<file path="src/rtl/ps2_key_sequencer_pkg.sv">
// Shared constants, parser state encoding and key-event record for the PS/2 key sequencer.
// Used by ps2_key_sequencer and its sync_fifo event queue.
package ps2_pkg;

   localparam logic [7:0] BREAK_PREFIX = 8'hF0;
   localparam logic [7:0] EXT_PREFIX   = 8'hE0;
   localparam logic [7:0] SC_LSHIFT    = 8'h12;
   localparam logic [7:0] SC_RSHIFT    = 8'h59;
   localparam logic [7:0] SC_CAPS      = 8'h58;

   typedef enum logic [1:0] {
      IDLE,
      BRK,
      EXT,
      EXT_BRK
   } parse_state_t;

   typedef struct packed {
      logic       letter_case;
      logic [7:0] scan_code;
   } key_event_t;

   localparam int EVENT_W = $bits(key_event_t);

endpackage

</file>
<file path="src/rtl/ps2_key_sequencer_sync_fifo.sv">
// Small synchronous FIFO holding queued key events; head is read straight from storage.
// A push into a full queue is accepted only when a pop frees a slot in the same cycle.
module sync_fifo
   import ps2_pkg::*;
#(
   parameter int WIDTH = EVENT_W,
   parameter int DEPTH = 4,
   parameter int PTR_W = 2
) (
   input  logic             clk,
   input  logic             reset,
   input  logic             push,
   input  logic             pop,
   input  logic [WIDTH-1:0] din,
   output logic [WIDTH-1:0] dout,
   output logic             push_ok,
   output logic             full,
   output logic             empty
);

   logic [WIDTH-1:0] mem [DEPTH];
   logic [PTR_W-1:0] rd_ptr;
   logic [PTR_W-1:0] wr_ptr;
   logic [PTR_W:0]   count;
   logic             do_push;
   logic             do_pop;

   assign empty   = (count == '0);
   assign full    = (count == (PTR_W+1)'(DEPTH));
   assign do_pop  = pop & ~empty;
   assign push_ok = ~full | do_pop;
   assign do_push = push & push_ok;
   assign dout    = mem[rd_ptr];

   // When full with a simultaneous pop, the write lands in the slot the head is leaving.
   always_ff @(posedge clk) begin
      if (reset) begin
         rd_ptr <= '0;
         wr_ptr <= '0;
         count  <= '0;
         for (int i = 0; i < DEPTH; i++) begin
            mem[i] <= '0;
         end
      end else begin
         if (do_push) begin
            mem[wr_ptr] <= din;
            wr_ptr      <= wr_ptr + 1'b1;
         end
         if (do_pop) begin
            rd_ptr <= rd_ptr + 1'b1;
         end
         case ({do_push, do_pop})
            2'b10:   count <= count + 1'b1;
            2'b01:   count <= count - 1'b1;
            default: count <= count;
         endcase
      end
   end

endmodule

</file>
<file path="src/rtl/ps2_key_sequencer.sv">
// PS/2 scan-code parser producing {letter_case, scan_code} key events into a small FIFO.
// Define PS2_TYPEMATIC_FILTER_EN to suppress typematic repeats of the most recently pressed key.
module ps2_key_sequencer
   import ps2_pkg::*;
#(
   parameter int FIFO_DEPTH = 4,
   parameter int PTR_W      = 2
) (
   input  logic       clk,
   input  logic       reset,
   input  logic       rx_done_tick,
   input  logic [7:0] rx_data,
   output logic       out_valid,
   input  logic       out_ready,
   output logic [7:0] out_scan_code,
   output logic       out_letter_case,
   output logic       overflow
);

   parse_state_t state;
   parse_state_t state_next;
   logic         shift_l;
   logic         shift_l_next;
   logic         shift_r;
   logic         shift_r_next;
   logic         caps;
   logic         caps_next;
   logic         push;
   logic         push_ok;
   logic         fifo_full;
   logic         fifo_empty;
   key_event_t   new_event;
   key_event_t   head_event;
   logic [EVENT_W-1:0] fifo_dout;

`ifdef PS2_TYPEMATIC_FILTER_EN
   logic [7:0] held_code;
   logic [7:0] held_code_next;
`endif

   always_ff @(posedge clk) begin
      if (reset) begin
         state    <= IDLE;
         shift_l  <= 1'b0;
         shift_r  <= 1'b0;
         caps     <= 1'b0;
         overflow <= 1'b0;
      end else begin
         state   <= state_next;
         shift_l <= shift_l_next;
         shift_r <= shift_r_next;
         caps    <= caps_next;
         if (push && !push_ok) begin
            overflow <= 1'b1;
         end
      end
   end

`ifdef PS2_TYPEMATIC_FILTER_EN
   always_ff @(posedge clk) begin
      if (reset) begin
         held_code <= 8'h00;
      end else begin
         held_code <= held_code_next;
      end
   end
`endif

   // Case is taken from the modifier state before the current byte is applied.
   always_comb begin
      state_next            = state;
      shift_l_next          = shift_l;
      shift_r_next          = shift_r;
      caps_next             = caps;
      push                  = 1'b0;
      new_event.letter_case = (shift_l | shift_r) ^ caps;
      new_event.scan_code   = rx_data;
`ifdef PS2_TYPEMATIC_FILTER_EN
      held_code_next        = held_code;
`endif
      if (rx_done_tick) begin
         case (state)
            IDLE: begin
               if (rx_data == BREAK_PREFIX) begin
                  state_next = BRK;
               end else if (rx_data == EXT_PREFIX) begin
                  state_next = EXT;
               end else if (rx_data == SC_LSHIFT) begin
                  shift_l_next = 1'b1;
               end else if (rx_data == SC_RSHIFT) begin
                  shift_r_next = 1'b1;
               end else if (rx_data == SC_CAPS) begin
                  caps_next = ~caps;
               end else begin
`ifdef PS2_TYPEMATIC_FILTER_EN
                  if (rx_data != held_code) begin
                     push           = 1'b1;
                     held_code_next = rx_data;
                  end
`else
                  push = 1'b1;
`endif
               end
            end
            BRK: begin
               state_next = IDLE;
               if (rx_data == SC_LSHIFT) begin
                  shift_l_next = 1'b0;
               end
               if (rx_data == SC_RSHIFT) begin
                  shift_r_next = 1'b0;
               end
`ifdef PS2_TYPEMATIC_FILTER_EN
               if (rx_data == held_code) begin
                  held_code_next = 8'h00;
               end
`endif
            end
            // Extended keys, including the E0 12 fake shift, are dropped entirely.
            EXT: begin
               state_next = (rx_data == BREAK_PREFIX) ? EXT_BRK : IDLE;
            end
            EXT_BRK: begin
               state_next = IDLE;
            end
            default: begin
               state_next = IDLE;
            end
         endcase
      end
   end

   sync_fifo #(
      .WIDTH (EVENT_W),
      .DEPTH (FIFO_DEPTH),
      .PTR_W (PTR_W)
   ) u_event_fifo (
      .clk     (clk),
      .reset   (reset),
      .push    (push),
      .pop     (out_ready),
      .din     (new_event),
      .dout    (fifo_dout),
      .push_ok (push_ok),
      .full    (fifo_full),
      .empty   (fifo_empty)
   );

   assign head_event      = fifo_dout;
   assign out_valid       = ~fifo_empty;
   assign out_scan_code   = head_event.scan_code;
   assign out_letter_case = head_event.letter_case;

endmodule

</file>
<file path="config.mk">
export PLATFORM = sky130hd
export DESIGN_NAME = ps2_key_sequencer
export DESIGN_NICKNAME = d
export VERILOG_FILES = /design/src/rtl/ps2_key_sequencer_pkg.sv /design/src/rtl/ps2_key_sequencer_sync_fifo.sv /design/src/rtl/ps2_key_sequencer.sv
export SDC_FILE = /design/constraint.sdc
export NUM_CORES = 1
export LEC_CHECK = 0
export ABC_AREA = 1
export CAP_MARGIN = 15
export CORE_ASPECT_RATIO = 0.9
export CORE_MARGIN = 1.5
export CORE_UTILIZATION = 59
export CTS_BUF_LIST = sky130_fd_sc_hd__clkbuf_4 sky130_fd_sc_hd__clkbuf_8
export CTS_CLUSTER_SIZE = 12
export DETAILED_ROUTE_END_ITERATION = 12
export DONT_BUFFER_PORTS = 1
export PLACE_DENSITY = 0.76
export SYNTH_ARGS = -nofsm -noshare
export SYNTH_HDL_FRONTEND = slang
export SYNTH_SLANG_ARGS = --single-unit
</file>
<file path="constraint.sdc">
create_clock -name clk -period 2.2 [get_ports clk]
set_clock_uncertainty 0.05 [all_clocks]
set_input_delay 0.44 -clock clk [delete_from_list [all_inputs] [get_ports clk]]
set_output_delay 0.44 -clock clk [all_outputs]
set_load 0.02 [all_outputs]
</file>
# [Yosys cells after proc, flatten, opt, wreduce, memory -nomap -nowiden]
# Memories as Yosys holds them, arrays and structs flattened. A register that Yosys moved wholly into a read port is not among the register bits.
# Cells that the tools add are included.
[word_totals] output_inout_bits=11 wordCells=89 reg_bits=13 ramBits=36 n_memories=1 input_bits=12
[op_classes] n_reduce_logical=12 muxes=33 add_sub_neg=4 n_bitwise=12 eq_ne=19
[memory_table] name="u_event_fifo.mem" depth=4 word_bits=9 rd=1 rd_clocked_by_memory_dff=1 wr=4 line="ps2_key_sequencer_sync_fifo.sv:21" rtl="logic [WIDTH-1:0] mem [DEPTH];"
[ops] cell="1-bit two-way mux" n=22
[ops] cell="8-bit by 7-bit equality test with 1-bit output, second input constant" n=2
[ops] cell="8-bit equality test, second input constant" n=2
[ops] cell="2-bit != test, second input constant" n=7
[ops] cell="7-bit AND reduction" n=2
[ops] cell="2-bit two-way mux" n=6
[ops] cell="9-bit two-way mux" n=1
[ops] cell="9-bit OR reduction" n=1
[ops] cell="8-bit by 5-bit equality test with 1-bit output, second input constant" n=1
[ops] cell="1-bit inverter" n=7
[ops] cell="2-bit equality test, second input constant" n=3
[ops] cell="2-bit case mux with 3 select lines" n=1
[ops] cell="3-bit case mux with 2 select lines" n=1
[ops] cell="6-bit AND reduction" n=1
[ops] cell="2-bit by 1-bit adder with 2-bit output, second input constant" n=2
[ops] cell="2-bit by 1-bit equality test with 1-bit output, second input constant" n=2
[ops] cell="1-bit case mux with 2 select lines" n=2
[ops] cell="2-bit nonzero test" n=2
[ops] cell="3-bit by 1-bit adder with 3-bit output, second input constant" n=1
[ops] cell="3-bit equality test, second input constant" n=1
[ops] cell="3-bit logical NOT" n=1
[ops] cell="3-bit != test, second input constant" n=1
[ops] cell="3-bit by 1-bit subtractor with 3-bit output, second input constant" n=1
[ops] cell="1-bit bitwise AND" n=2
[ops] cell="7 further kinds" n=8

# [Logic depth before layout (Yosys ltp)]
# Gate-level depths: netlist (run 1).
[depth] word_depth=14 mapped_depth=14 ltp_nobuf=14

# [Hierarchy]
# Synthesis (run 1) repeated with hierarchy kept, for this count alone.
[hier_totals] cells_unflattened=298 hier_area_um2=2573.7
[modules_own_cells] mod="sync_fifo" cells_per_inst=209 instances=1 area_per_inst_um2=2078.2
[modules_own_cells] mod="ps2_key_sequencer" cells_per_inst=89 instances=1 area_per_inst_um2=495.5

# [Least setup slack after synthesis (run 1)]
# Ideal clock, no wire load.
[synth_path] path_kind="input-to-reg" from="in rx_data[5]" to="mem u_event_fifo.mem[1][0] (netlist bit) (enable)" required_time_ns=1.763 setup_slack_ns=0.122 arrival_ns=1.640 stages=7 setup_time_ns=0.387 path_cell_list="inv_2 nor2_1 nand3_1 nand3_1 nor2_1 nand2_1 o21ai_0"
[synth_lines] item="from (decl)" line="ps2_key_sequencer.sv:12" rtl="input logic [7:0] rx_data,"
[synth_lines] item="to (decl)" line="ps2_key_sequencer_sync_fifo.sv:21"

==> results.txt, run 1 <==
Status: finished clean
Yosys Warn Count: 0
Area of the multi-input gates: 828 µm²
Leakage power: 1.13 nW
Worst-Margin Slew: 0.491 ns
Synthesized Nets: 277
Cell-by-cell trace of the critical path: inv_1, o21ai_0, o22ai_1
Clock Path Buffers: 2
Layout area overhead: 9.95%
Sequential cell area: 1380 µm²
Final Hold Fails: 0
Setup slack, reg-to-reg: 0.19 ns
Worst reg2reg endpoint: u_event_fifo.mem[0][8]
Initial Utilization: 0.625
Drt via density: 5.36
Power per Cell Area: 873 nW/µm²
Worst r2r path cells: 9
TritonCTS Sinks: 51
CTS tree: built
Crit Path Class: reg -> out
First-pass GRT wire length: 7360 µm
Die width: 69.7 µm
RSZ-0062 raised after global routing: false
# rows: 21
IO Pins: 23
Slowest CP cell: o22ai_1
Sequential area share after synthesis: 0.584
Fin util: 0.687
Layout cells sized above 1: 0.121
Initial antenna violation count: 0
Via count of the routed design: 1758
# port buffers: 0
Worst setup EP type: output port
Worst setup path end: out_scan_code[6]
Yosys reg bits: 51
Final net count: 294
Clock transition at path regs: 0.09 ns
Worst slew margin: 0.672
Max_cap viols: 0
Area of the core: 3780 µm²
GRT Overall Usage: 0.217
Worst path required time: 1.71 ns
Commonest non-fill, non-tap cell in the layout: nor2_1
DRT antenna net count: 0
Syn avg cell area: 8.95 µm²
CP arrival: 1.53 ns
Wire per inst: 13.1 µm
Gr ovfl total: 0
Post-Route WL: 4310 µm
DP Wirelength: 3210 µm
Mapped Area: 2360 µm²
Period minus WS final: 2.02 ns
Maximum fanout along the worst path: 18
H-tree depth reported by CTS: 2
Max VDD drop: 524 µV
Final Max Slew Viols: 0
Placement Cell Area: 2510 µm²
# fillers: 303
Cts repair resizes: 0
Setup TNS: 0 ns
Cells after Synth: 264
Min-delay worst type: in -> reg
Worst r2r src: state[1]
Die Area: 4400 µm²
Final instance area: 2600 µm²
Largest net degree at the start of global routing: 19
Final Setup Violations: 0
Setup repair bufs after CTS: 0
Drt first pass iters: 6
Final Wtd Congestion: 0.780
N_diodes: 0
Clock root cell: clkbuf_8
Hold buffer count at cts: 0
Die span in y: 63.0 µm
CP Launch Type: flop
Fmax: 0.495 GHz
Worst skew pair latency: 0.30 ns
Initial DRC Count: 124
Crit share post-route: 0.918
Power, Total: 0.00227 W
Synth cell types: 26
DR DRC count: 0
CP peak stage delay: 0.38 ns
Total clock buffers created by CTS: 5
Most frequent cells in the layout: 64 x nor2_1, 36 x edfxtp_1, 33 x nand2_1
Vias in the first global route: 1685
[metal layers]
| metal | up-vias | wire length, µm | track usage |
|---|---|---|---|
| met3 | 5 | 329 | 0.0452 |
| met2 | 58 | 2050 | 0.373 |
| li1 | 913 | - | - |
| met5 | - | 0 | 0 |
| met4 | 0 | 58 | 0.0817 |
| met1 | 782 | 1870 | 0.271 |
[stage by stage]
step                worst slack, ns  hold slack, ns  cells
finish                        0.180           0.147    328
global route                0.00250           0.141    328
CTS                           0.176           0.137    328
detailed placement            0.130           0.410    320
global placement              0.165           0.407    320
floorplan                     0.122           0.386    264
[synthesized netlist by cell type, drive strengths merged]
| library cell | count | area share |
|---|---|---|
| inv | 35 | 0.056 |
| o21ai | 26 | 0.055 |
| nor3 | 1 | 0.0021 |
| nor2 | 68 | 0.12 |
| nand2 | 36 | 0.065 |
| nand3 | 8 | 0.017 |
| nand3b | 1 | 0.0032 |
| clkinv | 2 | 0.0032 |
| o22ai | 9 | 0.024 |
| a31oi | 1 | 0.0026 |
| o21a | 1 | 0.0032 |
| o21bai | 2 | 0.0064 |
| a21oi | 9 | 0.019 |
| xor2 | 2 | 0.0074 |
| nand4 | 4 | 0.011 |
| dfxtp | 15 | 0.13 |
| clkbuf | 4 | 0.0064 |
| o31ai | 2 | 0.0064 |
| fa | 1 | 0.0085 |
| edfxtp | 36 | 0.46 |
| o211a | 1 | 0.0042 |
[layout make-up]
| type | count | share of cell area |
|---|---|---|
| Clock inverter | 3 | 0.00722 |
| Multi-Input combinational cell | 172 | 0.319 |
| Inverter | 37 | 0.0534 |
| Sequential cell | 51 | 0.532 |
| Clock buffer | 5 | 0.0265 |
| Tap cell | 46 | 0.0221 |
| Timing Repair Buffer | 14 | 0.0404 |
[flip-flops by register name, indices dropped and copies added (netlist names), named ones only]
signal,flops
state,2
overflow,1
caps,1
u_event_fifo.mem,36
shift_l,1
u_event_fifo.rd_ptr,2
shift_r,1
u_event_fifo.wr_ptr,2
u_event_fifo.count,3
[how the worst min path moves through the flow]
stage | startpoint | end | cells after the start
after detailed placement | shift_l | shift_l | 2
after global routing | reset | shift_l | 1
after CTS | reset | shift_l | 1
final | reset | state[1] | 1
after floorplan | u_event_fifo.rd_ptr[1] | flop | 2
after global placement | u_event_fifo.rd_ptr[1] | u_event_fifo.rd_ptr[1] | 2
[report_power, final]
| group | switching [W] | leakage, nW | internal, W |
|---|---|---|---|
| combinational | 0.000389 | 0.581 | 0.000197 |
| clock | 0.000295 | 0.0483 | 0.000224 |
| sequential | 0.0000430 | 0.497 | 0.00112 |
| total | 0.000727 | 1.13 | 0.00154 |
[critical path: cells and delay by family, from the launching register on]
kind	cells	cell delay, ns
buf+inv	1	0.37
flops	1	0.32
compound gates	2	0.54
[logic make-up (layout without fill, tap and decap cells)]
family,count (synthesis),in the layout,share of synthesized area
xor gates and xnor gates,2,2,0.00741
AOI/OAI and AO/OA,51,51,0.121
DFF,51,51,0.584
buffers and inverters,41,59,0.0651
and+or+nand+nor,118,118,0.214
adders and majority gates,1,1,0.00847
(Power assumes the default switching activity.)
==> run 2: changes to the inputs <==
- ABC_CLOCK_PERIOD_IN_PS: unset -> 2200
- CORE_UTILIZATION: 59 -> 55
- PLACE_DENSITY: 0.76 -> 0.71
- SKIP_LAST_GASP: unset -> 1
==> run 2 against run 1 <==
- via count is 0.74% lower
- hold slack better by 0.0036 ns
- total power rose by 5.0%
- sequential share of layout area shrank 0.58 points
- cell area rose by 1.1%
- flip-flop and latch count unchanged
- fmax decreased by 1.2%
- first-iteration DRC count grew 26%
- count of clock-buffer cells in the layout up 1
- critical path type unchanged
==> results.txt, run 2 (synthesis gave the netlist of run 1 again) <==
Max_cap viols: 0
Fmax: 0.489 GHz
Hold endpoint: state[1]
Worst skew pair latency: 0.30 ns
Clock root cell: clkbuf_8
IO Pins: 23
Max VDD drop: 600 µV
Maximum fanout along the worst path: 18
Worst path required time: 1.71 ns
Layout cells sized above 1: 0.121
Flop pwr share: 0.488
Die width: 72.1 µm
Period minus WS final: 2.04 ns
Clock power frac: 0.263
Wl on met1: 2000 µm
P_int: 0.00167 W
First-pass GRT wire length: 7540 µm
Area of the core: 4100 µm²
Hold buffer count at cts: 0
Slowest CP cell: o22ai_1
Gr ovfl total: 0
Hold WS: 0.151 ns
DP Wirelength: 3250 µm
Final Hold Fails: 0
DR DRC count: 0
Drt via density: 5.29
Drt first pass iters: 4
Layout area overhead: 11.2%
Sequential cell area: 1380 µm²
Final net count: 295
CP peak stage delay: 0.42 ns
Status: finished clean
Largest register by flop count: u_event_fifo.mem
# fillers: 340
TritonCTS Sinks: 51
Final Setup Violations: 0
Initial Utilization: 0.576
Worst-Margin Slew: 0.504 ns
Largest net degree at the start of global routing: 19
Die span in y: 65.2 µm
Setup repair bufs after CTS: 0
Metal2 WL: 2080 µm
Most frequent cells in the layout: 64 x nor2_1, 36 x edfxtp_1, 33 x nand2_1
DRT antenna net count: 0
Total clock buffers created by CTS: 5
# rows: 22
Commonest non-fill, non-tap cell in the layout: nor2_1
Area of the multi-input gates: 828 µm²
Met3 wire len: 252 µm
H-tree depth reported by CTS: 2
Hold Startpoint: reset
Clock transition at path regs: 0.08 ns
Worst setup EP type: output port
Setup slack, reg-to-reg: 0.23 ns
Min-delay worst type: in -> reg
Min-Delay Path Depth: 1
Crit share post-route: 0.929
Leakage power: 1.14 nW
Die Area: 4700 µm²
Cell-by-cell trace of the critical path: inv_1, o21ai_0, o22ai_1
Sw Ratio: 0.301
Switching power total: 0.000717 W
Initial antenna violation count: 0
Final Max Slew Viols: 0
Worst slew margin: 0.664
Initial DRC Count: 156
CP arrival: 1.55 ns
Wire per inst: 13.4 µm
Setup TNS: 0 ns
Vias in the first global route: 1645
Crit Path Class: reg -> out
CTS tree: built
RSZ-0062 raised after global routing: false
Clock Path Buffers: 2
Power per Cell Area: 907 nW/µm²
Max Used Layer: met4
Worst r2r path cells: 9
N_diodes: 0
Final Wtd Congestion: 0.762
Worst r2r src: state[1]
CP Launch Type: flop
Comb power frac: 0.249
Largest register FFs: 36
Post-Route WL: 4410 µm
GRT Overall Usage: 0.218
Worst reg2reg endpoint: u_event_fifo.mem[0][2]
Cts repair resizes: 0
# port buffers: 0
Biggest regs: u_event_fifo.mem x36, u_event_fifo.count x3
Via count of the routed design: 1745
-- run 2: changes by cell type in the layout (fill, tap and decap cells not counted), sizes merged --
cell | before | now
bufinv | 0 | 1
inv | 36 | 35
clkinv | 4 | 2
buf | 14 | 15
clkbuf | 5 | 6
-- run 2: worst max-delay path by stage --
stage	from	endpoint	slack, ns	cells after the start
after floorplan	rx_data[5]	u_event_fifo.mem[1][0]	0.12	7
after global placement	rx_data[1]	u_event_fifo.count[2]	0.14	11
after detailed placement	rx_data[1]	u_event_fifo.count[2]	0.05	11
after CTS	flop	out_scan_code[2]	0.14	3
after global routing	state[1]	u_event_fifo.mem[0][2]	0.05	9
final	flop	out_scan_code[2]	0.16	3
-- run 2: stage by stage --
stage | cell area [µm²] | worst slack (ns) | utilization | total power, W | std cells
CTS | 2630 | 0.136 | 0.641 | 0.00240 | 330
finish | 2630 | 0.156 | 0.641 | 0.00238 | 330
global placement | 2520 | 0.136 | 0.615 | 0.00177 | 323
floorplan | 2360 | 0.122 | - | 0.00159 | 264
global route | 2630 | 0.0524 | 0.641 | 0.00251 | 330
detailed placement | 2520 | 0.0525 | 0.615 | 0.00178 | 323
-- run 2: layout make-up --
class / count / area share
Clock buffer: 6 / 0.0290
Multi-Input combinational cell: 172 / 0.315
Timing Repair Buffer: 15 / 0.0429
Tap cell: 48 / 0.0229
Clock inverter: 1 / 0.0114
Sequential cell: 51 / 0.526
Inverter: 37 / 0.0529
-- run 2: layer usage --
layer / GRT usage / vias up
li1: - / 912
met1: 0.284 / 790
met2: 0.351 / 38
met3: 0.0567 / 5
met4: 0.0873 / 0
met5: 0 / -
-- run 2: power groups by stage --
stage	Sequential, W	Clock (W)	Combinational, W
floorplan	0.00117	0	0.000422
global placement	0.00118	0	0.000588
detailed placement	0.00119	0	0.000596
CTS	0.00116	0.000641	0.000598
global route	0.00117	0.000676	0.000662
finish	0.00116	0.000626	0.000593
-- run 2: worst max-delay path, delay by kind of cell, from the launching register on --
family                 cells  cell delay, ns
AOI/OAI and AO/OA          2            0.56
buffers and inverters      1            0.37
DFF                        1            0.32
